`config.mk`:
```
export PLATFORM = sky130hd
export DESIGN_NAME = mult_div_sequencer
export DESIGN_NICKNAME = d
export VERILOG_FILES = /design/src/rtl/mult_div_sequencer_pkg.sv /design/src/rtl/mult_div_sequencer_iter.sv /design/src/rtl/mult_div_sequencer.sv
export SDC_FILE = /design/constraint.sdc
export NUM_CORES = 1
export LEC_CHECK = 0
export CAP_MARGIN = 20
export CORE_MARGIN = 2
export CORE_UTILIZATION = 54
export DETAILED_ROUTE_END_ITERATION = 10
export PLACE_DENSITY = 0.78
export RECOVER_POWER = 100
export SYNTH_ARGS = -nofsm -noshare
export SYNTH_HDL_FRONTEND = slang
export SYNTH_SLANG_ARGS = --single-unit
export TNS_END_PERCENT = 20
```
`constraint.sdc`:
```
create_clock -name clk -period 7.6 [get_ports clk]
set_input_delay 2.28 -clock clk [delete_from_list [all_inputs] [get_ports clk]]
set_output_delay 2.28 -clock clk [all_outputs]
set_load 0.05 [all_outputs]
```
`src/rtl/mult_div_sequencer_pkg.sv`:
```
// Shared constants for the MULT/DIV sequencer and the instruction decoder:
// operation encodings, FSM state encodings and small op-decode helpers.
package mult_div_sequencer_pkg;

    localparam logic [1:0] OP_MULT  = 2'b00;
    localparam logic [1:0] OP_MULTU = 2'b01;
    localparam logic [1:0] OP_DIV   = 2'b10;
    localparam logic [1:0] OP_DIVU  = 2'b11;

    typedef enum logic [1:0] {
        ST_IDLE  = 2'b00,
        ST_RUN   = 2'b01,
        ST_FIXUP = 2'b10
    } state_t;

    // Divide ops have the upper encoding bit set.
    function automatic logic is_div_op(input logic [1:0] op);
        return op[1];
    endfunction

    // Signed ops (MULT, DIV) have the lower encoding bit clear.
    function automatic logic is_signed_op(input logic [1:0] op);
        return ~op[0];
    endfunction

endpackage

```
`src/rtl/mult_div_sequencer_iter.sv`:
```
// md_iter_step: one radix-2 iteration on magnitudes.
// Multiply: acc = {upper, multiplier}; add operand to upper when acc[0] is set,
// then shift the whole register right by one (carry enters at the top).
// Divide: acc = {remainder, quotient}; shift left, trial-subtract the divisor
// from the remainder, keep it and set quotient bit 0 when non-negative.
module md_iter_step #(
    parameter int WIDTH = 32
) (
    input  logic                 is_div,
    input  logic [2*WIDTH-1:0]   acc,
    input  logic [WIDTH-1:0]     operand,
    output logic [2*WIDTH-1:0]   acc_next
);

    logic [WIDTH:0] sum;
    logic [WIDTH:0] rem_sh;
    logic [WIDTH:0] trial;

    // Single combinational add/shift or subtract/shift step.
    always_comb begin
        sum    = {1'b0, acc[2*WIDTH-1:WIDTH]} + (acc[0] ? {1'b0, operand} : '0);
        // Remainder after the left shift needs one extra bit.
        rem_sh = acc[2*WIDTH-1:WIDTH-1];
        trial  = rem_sh - {1'b0, operand};
        if (is_div) begin
            if (!trial[WIDTH]) begin
                acc_next = {trial[WIDTH-1:0], acc[WIDTH-2:0], 1'b1};
            end else begin
                acc_next = {rem_sh[WIDTH-1:0], acc[WIDTH-2:0], 1'b0};
            end
        end else begin
            acc_next = {sum, acc[WIDTH-1:1]};
        end
    end

endmodule

```
`src/rtl/mult_div_sequencer.sv`:
```
// Iterative MULT/MULTU/DIV/DIVU sequencer owning the HI/LO registers.
// Works on operand magnitudes one bit per cycle and applies the sign fix-up
// in a final cycle. Holds the pipeline while HI/LO are not yet valid.
module mult_div_sequencer
    import mult_div_sequencer_pkg::*;
#(
    parameter int WIDTH = 32,
    parameter int CNT_W = 6
) (
    input  logic             clk,
    input  logic             rst,
    input  logic             inStart,
    input  logic [1:0]       inOp,
    input  logic [WIDTH-1:0] inRs,
    input  logic [WIDTH-1:0] inRt,
    input  logic             inReadHiLo,
    input  logic             inWriteHi,
    input  logic             inWriteLo,
    input  logic             inFlush,
    output logic [WIDTH-1:0] outHi,
    output logic [WIDTH-1:0] outLo,
    output logic             outBusy,
    output logic             outDone,
    output logic             outStall
);

    state_t             state, next_state;
    logic [CNT_W-1:0]   cnt;
    logic [1:0]         op_q;
    logic               neg_res_q, neg_rem_q, div_zero_q;
    logic [WIDTH-1:0]   operand_q, orig_rs_q, hi_q, lo_q;
    logic [2*WIDTH-1:0] acc_q, acc_next;
    logic               done_q;

    logic               accept, mt_ok, finish, last_iter, signed_op;
    logic [WIDTH-1:0]   rs_mag, rt_mag;
    logic [2*WIDTH-1:0] prod_fix;
    logic [WIDTH-1:0]   quo_fix, rem_fix, fix_hi, fix_lo;

    assign accept    = (state == ST_IDLE) & inStart & ~inFlush;
    assign mt_ok     = (state == ST_IDLE) & ~inStart & ~inFlush;
    assign finish    = (state == ST_FIXUP) & ~inFlush;
    assign last_iter = (cnt == CNT_W'(WIDTH - 1));
    assign signed_op = is_signed_op(inOp);
    assign rs_mag    = (signed_op & inRs[WIDTH-1]) ? -inRs : inRs;
    assign rt_mag    = (signed_op & inRt[WIDTH-1]) ? -inRt : inRt;

    md_iter_step #(.WIDTH(WIDTH)) u_step (
        .is_div   (is_div_op(op_q)),
        .acc      (acc_q),
        .operand  (operand_q),
        .acc_next (acc_next)
    );

    // Sign fix-up of the magnitude result; divide-by-zero overrides both halves.
    always_comb begin
        prod_fix = neg_res_q ? -acc_q : acc_q;
        quo_fix  = neg_res_q ? -acc_q[WIDTH-1:0] : acc_q[WIDTH-1:0];
        rem_fix  = neg_rem_q ? -acc_q[2*WIDTH-1:WIDTH] : acc_q[2*WIDTH-1:WIDTH];
        if (div_zero_q) begin
            fix_hi = orig_rs_q;
            fix_lo = '1;
        end else if (is_div_op(op_q)) begin
            fix_hi = rem_fix;
            fix_lo = quo_fix;
        end else begin
            fix_hi = prod_fix[2*WIDTH-1:WIDTH];
            fix_lo = prod_fix[WIDTH-1:0];
        end
    end

    // FSM state register.
    always_ff @(posedge clk or posedge rst) begin
        if (rst) state <= ST_IDLE;
        else     state <= next_state;
    end

    // FSM next state: flush returns any in-flight operation to IDLE.
    always_comb begin
        next_state = state;
        case (state)
            ST_IDLE:  if (accept) next_state = ST_RUN;
            ST_RUN: begin
                if (inFlush)        next_state = ST_IDLE;
                else if (last_iter) next_state = ST_FIXUP;
            end
            ST_FIXUP: next_state = ST_IDLE;
            default:  next_state = ST_IDLE;
        endcase
    end

    // Operand capture, iteration register, counter, HI/LO and done pulse.
    always_ff @(posedge clk or posedge rst) begin
        if (rst) begin
            cnt        <= '0;
            op_q       <= '0;
            neg_res_q  <= 1'b0;
            neg_rem_q  <= 1'b0;
            div_zero_q <= 1'b0;
            operand_q  <= '0;
            orig_rs_q  <= '0;
            acc_q      <= '0;
            hi_q       <= '0;
            lo_q       <= '0;
            done_q     <= 1'b0;
        end else begin
            done_q <= finish;
            if (accept) begin
                cnt        <= '0;
                op_q       <= inOp;
                neg_res_q  <= signed_op & (inRs[WIDTH-1] ^ inRt[WIDTH-1]);
                neg_rem_q  <= signed_op & inRs[WIDTH-1];
                div_zero_q <= is_div_op(inOp) & (inRt == '0);
                operand_q  <= rt_mag;
                orig_rs_q  <= inRs;
                acc_q      <= {{WIDTH{1'b0}}, rs_mag};
            end else if (state == ST_RUN) begin
                cnt   <= cnt + CNT_W'(1);
                acc_q <= acc_next;
            end
            if (finish) begin
                hi_q <= fix_hi;
                lo_q <= fix_lo;
            end else if (mt_ok) begin
                if (inWriteHi) hi_q <= inRs;
                if (inWriteLo) lo_q <= inRs;
            end
        end
    end

    assign outHi    = hi_q;
    assign outLo    = lo_q;
    assign outBusy  = (state != ST_IDLE);
    assign outDone  = done_q;
    assign outStall = outBusy & (inStart | inReadHiLo | inWriteHi | inWriteLo);

endmodule
```
# Yosys cells after proc, flatten, opt, wreduce, memory -nomap -nowiden
# Index checks and enable logic that the tools add are counted.
# word_totals
reg_bits,206
word_cells,78
input_bits,73
# op_classes
bitwise_logic,17
n_addsub,8
n_eq_ne,5
muxes,26
n_reduce_logical,10
# op_table
operator,count
two-way mux 32 bit,15
two-way mux 64 bit,5
negation 32 bit,4
negation 64 bit,1
adder 32 x 33 -> 33 bit,1
subtractor 33 x 32 -> 33 bit,1
logical NOT 32 bit,1
two-way mux 6 bit,2
bitwise AND 1 bit,10
nonzero test 2 bit,5
"adder 6 x 1 -> 6 bit, second input constant",1
"equality test 6 x 5 -> 1 bit, second input constant",1
two-way mux 2 bit,3
AND reduction 2 bit,3
one-hot mux 2 bit (2 select lines),1
"!= test 3 bit, second input constant",1
NOT 1 bit,3
OR 1 bit,3
"equality test 2 x 1 -> 1 bit, second input constant",1
"equality test 2 bit, second input constant",1
logical NOT 2 bit,1
"!= test 2 bit, second input constant",1
XOR 1 bit,1

# Longest topological paths before layout
# depth
ltp_word,5
ltp_mapped,14
mapped_depth_nobuf,13

# Hierarchy
# From an unflattened synthesis, not the netlist that was laid out.
# unflattened
cells_unflattened,2089
hier_area_um2,16467.0
# by_module_without_submodules
mod,area_per_inst_um2,seq_area_each_um2,instances,cells_per_inst
mult_div_sequencer,11646.2,5129.9,1,1401
md_iter_step,4820.9,0.0,1,688

# Worst setup path before layout
# Ideal clock, no wire load.
# synth_timing
path_kind,input to output
from,in inStart
to,out outStall
cell_stages,1
n_path_buf,0
arrival_ns,2.897
setup_slack_ns,2.423
cell_sequence,o41a_1
# synth_between
elab_chain_cells,4
# synth_lines
item,line,rtl
start: declaration,mult_div_sequencer.sv:12,"input logic inStart,"
OR 1 bit (3 in a row),mult_div_sequencer.sv:135,assign outStall = outBusy & (inStart | inReadHiLo | inWriteHi | inWriteLo);
bitwise AND 1 bit,mult_div_sequencer.sv:135,
end: declaration,mult_div_sequencer.sv:24,output logic outStall
# No other way between the ends.

# Worst setup path in the final report
# layout_timing
from,in inFlush
to,reg hi_q[7] (netlist: outHi[7])
# layout_between
elab_chain_cells,4
elab_cells_between_ends,7
# layout_lines
item,line,rtl
start: declaration,mult_div_sequencer.sv:19,"input logic inFlush,"
NOT 1 bit *,"mult_div_sequencer.sv:41, mult_div_sequencer.sv:42",
"bitwise AND 1 bit, on equally long branches","mult_div_sequencer.sv:41, mult_div_sequencer.sv:42",
nonzero test 2 bit (no line),--,
AND reduction 2 bit (no line),--,
end signal: assignment,mult_div_sequencer.sv:122,hi_q <= fix_hi;
end signal: assignment,mult_div_sequencer.sv:125,if (inWriteHi) hi_q <= inRs;
end: declaration,mult_div_sequencer.sv:31,"logic [WIDTH-1:0] operand_q, orig_rs_q, hi_q, lo_q;"
# Every way passes the cells marked *; elsewhere a longest branch is shown, timed or not.
# A chain may end at the register's enable or synchronous reset.

==> flow_metrics.env <==
export IMPL_routed_top_layer="met4"
export IMPL_dpl_hpwl_um=36900
export IMPL_finalClockSkew_ns=0.0102
export IMPL_worstHoldPathCells=1
export IMPL_setup_tns_ns=0
export IMPL_synth_top_flop_cell="dfrtp_1"
export IMPL_dieArea_um2=30500
export IMPL_synth_fa_ha_area_share_pct=5.74
export IMPL_critical_path_arrival_ns=6.93
export IMPL_num_io_pins=140
export IMPL_netlist_area_um2=15700
export IMPL_syn_area_per_cell_um2=8.01
export IMPL_syn_inst=1967
export IMPL_wl_met3_um=3960
export IMPL_yosysSeqAreaShare_pct=32.6
export IMPL_status="complete, but fails checks"
export IMPL_cp_max_fo=33
export IMPL_hold_path_class="flip-flop to flip-flop"
export IMPL_final_nets=2178
export IMPL_cts_htree_levels=1
export IMPL_synth_compound_area_share_pct=25.6
export IMPL_cts_num_sinks=205
export IMPL_initial_core_util_pct=54.9
export IMPL_critPathSlowestCell="clkbuf_1"
export IMPL_crit_reg2reg_launch="acc_q[31]$_DFFE_PP0P_"
export IMPL_yosys_area_share_simple_pct=19.3
export IMPL_cts_hold_buf=0
export IMPL_gr_total_overflow=0
export IMPL_regToRegEndpoint="acc_q[49]$_DFFE_PP0P_"
export IMPL_violations="max-capacitance violations, max-slew violations"
export IMPL_rsz0062_at_grt="no"
export IMPL_ctsRootBufferMaster="clkbuf_16"
export IMPL_async_flop_share_pct=100
export IMPL_grt_pass1_vias=14800
export IMPL_vdd_drop_max_mv=0.198
export IMPL_area_growth_pct=15.1
export IMPL_wl_met1_um=20700
export IMPL_vias=15600
export IMPL_grt_pass1_wl_um=80100
export IMPL_crit_type="input port to flip-flop"
export IMPL_postCtsSetupBuffers=0
export IMPL_critPathLaunchType="input port"
export IMPL_max_slew_margin_pct=-165
export IMPL_fmax_ghz=0.153
export IMPL_grt_use_total_pct=32.4
export IMPL_synth_top_family_by_area="compound AO/OA/AOI/OAI gates"
export IMPL_path_clk_slew_ns=0.06
export IMPL_crit_chain="dlygate4sd3_1, nor2_1, nand2_1, clkbuf_1, inv_1, clkbuf_1, o211ai_1, o21ai_0, o21ai_0"
export IMPL_hold_start="outLo[23]$_DFFE_PP0P_"
export IMPL_synth_edff_count=0
export IMPL_antennaDiodeCount=0
export IMPL_dieWidth_um=175
export IMPL_die_y_um=175
export IMPL_max_stage_delay_ns=1.35
export IMPL_reg2reg_depth=13
export IMPL_port_buffers=139
export IMPL_cp_required_ns=7.99
export IMPL_synthMuxAreaShare_pct=4.06
export IMPL_hold_path_end="outLo[23]$_DFFE_PP0P_"
export IMPL_synth_nets=2111
export IMPL_core_area_um2=28700
export IMPL_max_cap_violations=7
export IMPL_holdWs_ns=0.471
export IMPL_r2r_setup_slack_ns=2.94
export IMPL_power_density_nw_per_um2=364
export IMPL_synth_xor_xnor_area_share_pct=8.18
export IMPL_crit_path_end_kind="flip-flop"
export IMPL_period_share_pct=86.1
export IMPL_ant_nets=0
export IMPL_drive_gt1_share_pct=3.90
export IMPL_cts_inserted_buffers=25
export IMPL_worstMarginPinSlew_ns=3.98
export IMPL_ys_ff_latch=205
export IMPL_final_core_util_pct=63.2
export IMPL_cts_tree="done"
export IMPL_first_pass_iters=6
export IMPL_setup_viol=0
export IMPL_first_iter_violations=1543
export IMPL_wl_per_cell_um=20.6
export IMPL_gp_congestion=0.976
export IMPL_met2WireLength_um=23300
export IMPL_ys_warn_count=0
export IMPL_grt_antenna_before_repair=0
export IMPL_p_leak_nw=7.66
export IMPL_fp_row_count=62
export IMPL_cts_resized=0
export IMPL_clk_latency_ns=0.53
export IMPL_drv_slew=465
export IMPL_clock_path_buffers=3
export IMPL_ys_types=77
export IMPL_wirelength_um=50100
export IMPL_grt_max_degree=167
export IMPL_drc=0
export IMPL_period_needed_ns=6.54
export IMPL_hold_viol_final=0
export IMPL_vias_per_cell=6.42
==> Yosys cell counts, types with 48 or more instances <==
master	number	area share (%)
a21oi_1	112	3.6
clkbuf_1	105	2.5
dfrtp_1	205	33
ha_1	69	5.5
inv_1	64	1.5
mux2i_1	59	3.8
nand2_1	302	7.2
nor2_1	129	3.1
nor3_1	48	1.5
o21ai_0	226	7.2
xnor2_1	99	5.5
xor2_1	48	2.7
==> stage by stage <==
stage	cells	cell area [um2]	total power, mW	setup slack [ns]
4_1_cts	2431	18200	6.56	1.43
5_1_grt	2433	18100	7.03	0.732
3_5_place_dp	2389	17300	5.36	1.43
3_3_place_gp	2389	17300	5.26	1.44
2_1_floorplan	1967	15800	4.41	2.42
6_report	2433	18100	6.61	1.06
==> cell type report <==
class | count | area, um2
fill | 2547 | 10600
multi-input combinational | 1577 | 9930
sequential | 205 | 5130
timing repair buffer | 160 | 1540
clock buffer | 33 | 696
tap | 384 | 480
inverter | 65 | 245
clock inverter | 9 | 110
==> per-layer routing <==
layer / up-vias / global-route usage, %
li1: 7263 / -
met1: 7477 / 42.8
met2: 750 / 53.7
met3: 118 / 4.90
met4: 0 / 12.9
met5: - / 0
==> how the worst max path moves through the flow <==
stage	from	slack (ns)	end	cells past startpoint
floorplan	inStart	2.42	outStall	1
global placement	inStart	1.44	outStall	3
detailed placement	inStart	1.43	outStall	3
CTS	inStart	1.43	outStall	3
global route	inFlush	0.73	acc_q[13]$_DFFE_PP0P_	7
finish	inFlush	1.06	outHi[7]$_DFFE_PP0P_	9
==> layout by cell type, fill, tap and decap left out, drive strengths merged, types with 11 or more instances in the layout <==
cell,synthesis,routed
o22ai,33,33
a31oi,17,17
xnor2,99,99
a211oi,35,35
a21o,23,23
o21bai,11,11
a22oi,17,17
nor2,129,129
xor2,48,48
o41ai,12,12
o31ai,35,35
nor2b,20,20
or4,13,13
dfrtp,205,205
inv,65,65
clkbuf,105,41
nand3,29,29
dlygate4sd3,0,70
nor3,49,49
nand4,12,12
o211ai,38,38
nand2b,23,23
o21a,17,17
nand2,302,302
a21oi,112,112
ha,69,69
clkdlybuf4s50,0,69
mux2i,59,59
o21ai,231,231
nor4,19,19
buf,15,13
==> logic make-up after synthesis <==
logic type / count (synthesis)
and+or+nand+nor: 656
AOI/OAI and AO/OA: 640
DFF: 205
buffers and inverters: 185
xor gates and xnor gates: 147
adders and majority gates: 71
muxes: 63
==> power by group <==
part           switching (mW)  internal [mW]
registers               0.457           1.38
logic                    2.14           1.44
clock network           0.484          0.708
==> worst max-delay path, delay by kind of cell <==
kind | cells | cell delay, ns
and+or+nand+nor | 2 | 0.57
AOI/OAI and AO/OA | 3 | 0.51
buffers and inverters | 4 | 3.52
==> sequential cells by signal (all words and copies together) (netlist names) <==
signal,count
operand_q,32
state,2
orig_rs_q,32
outLo,32
outHi,32
acc_q,64
op_q,1
neg_rem_q,1
neg_res_q,1
div_zero_q,1
cnt,6
outDone,1
(Power assumes the default switching activity.)
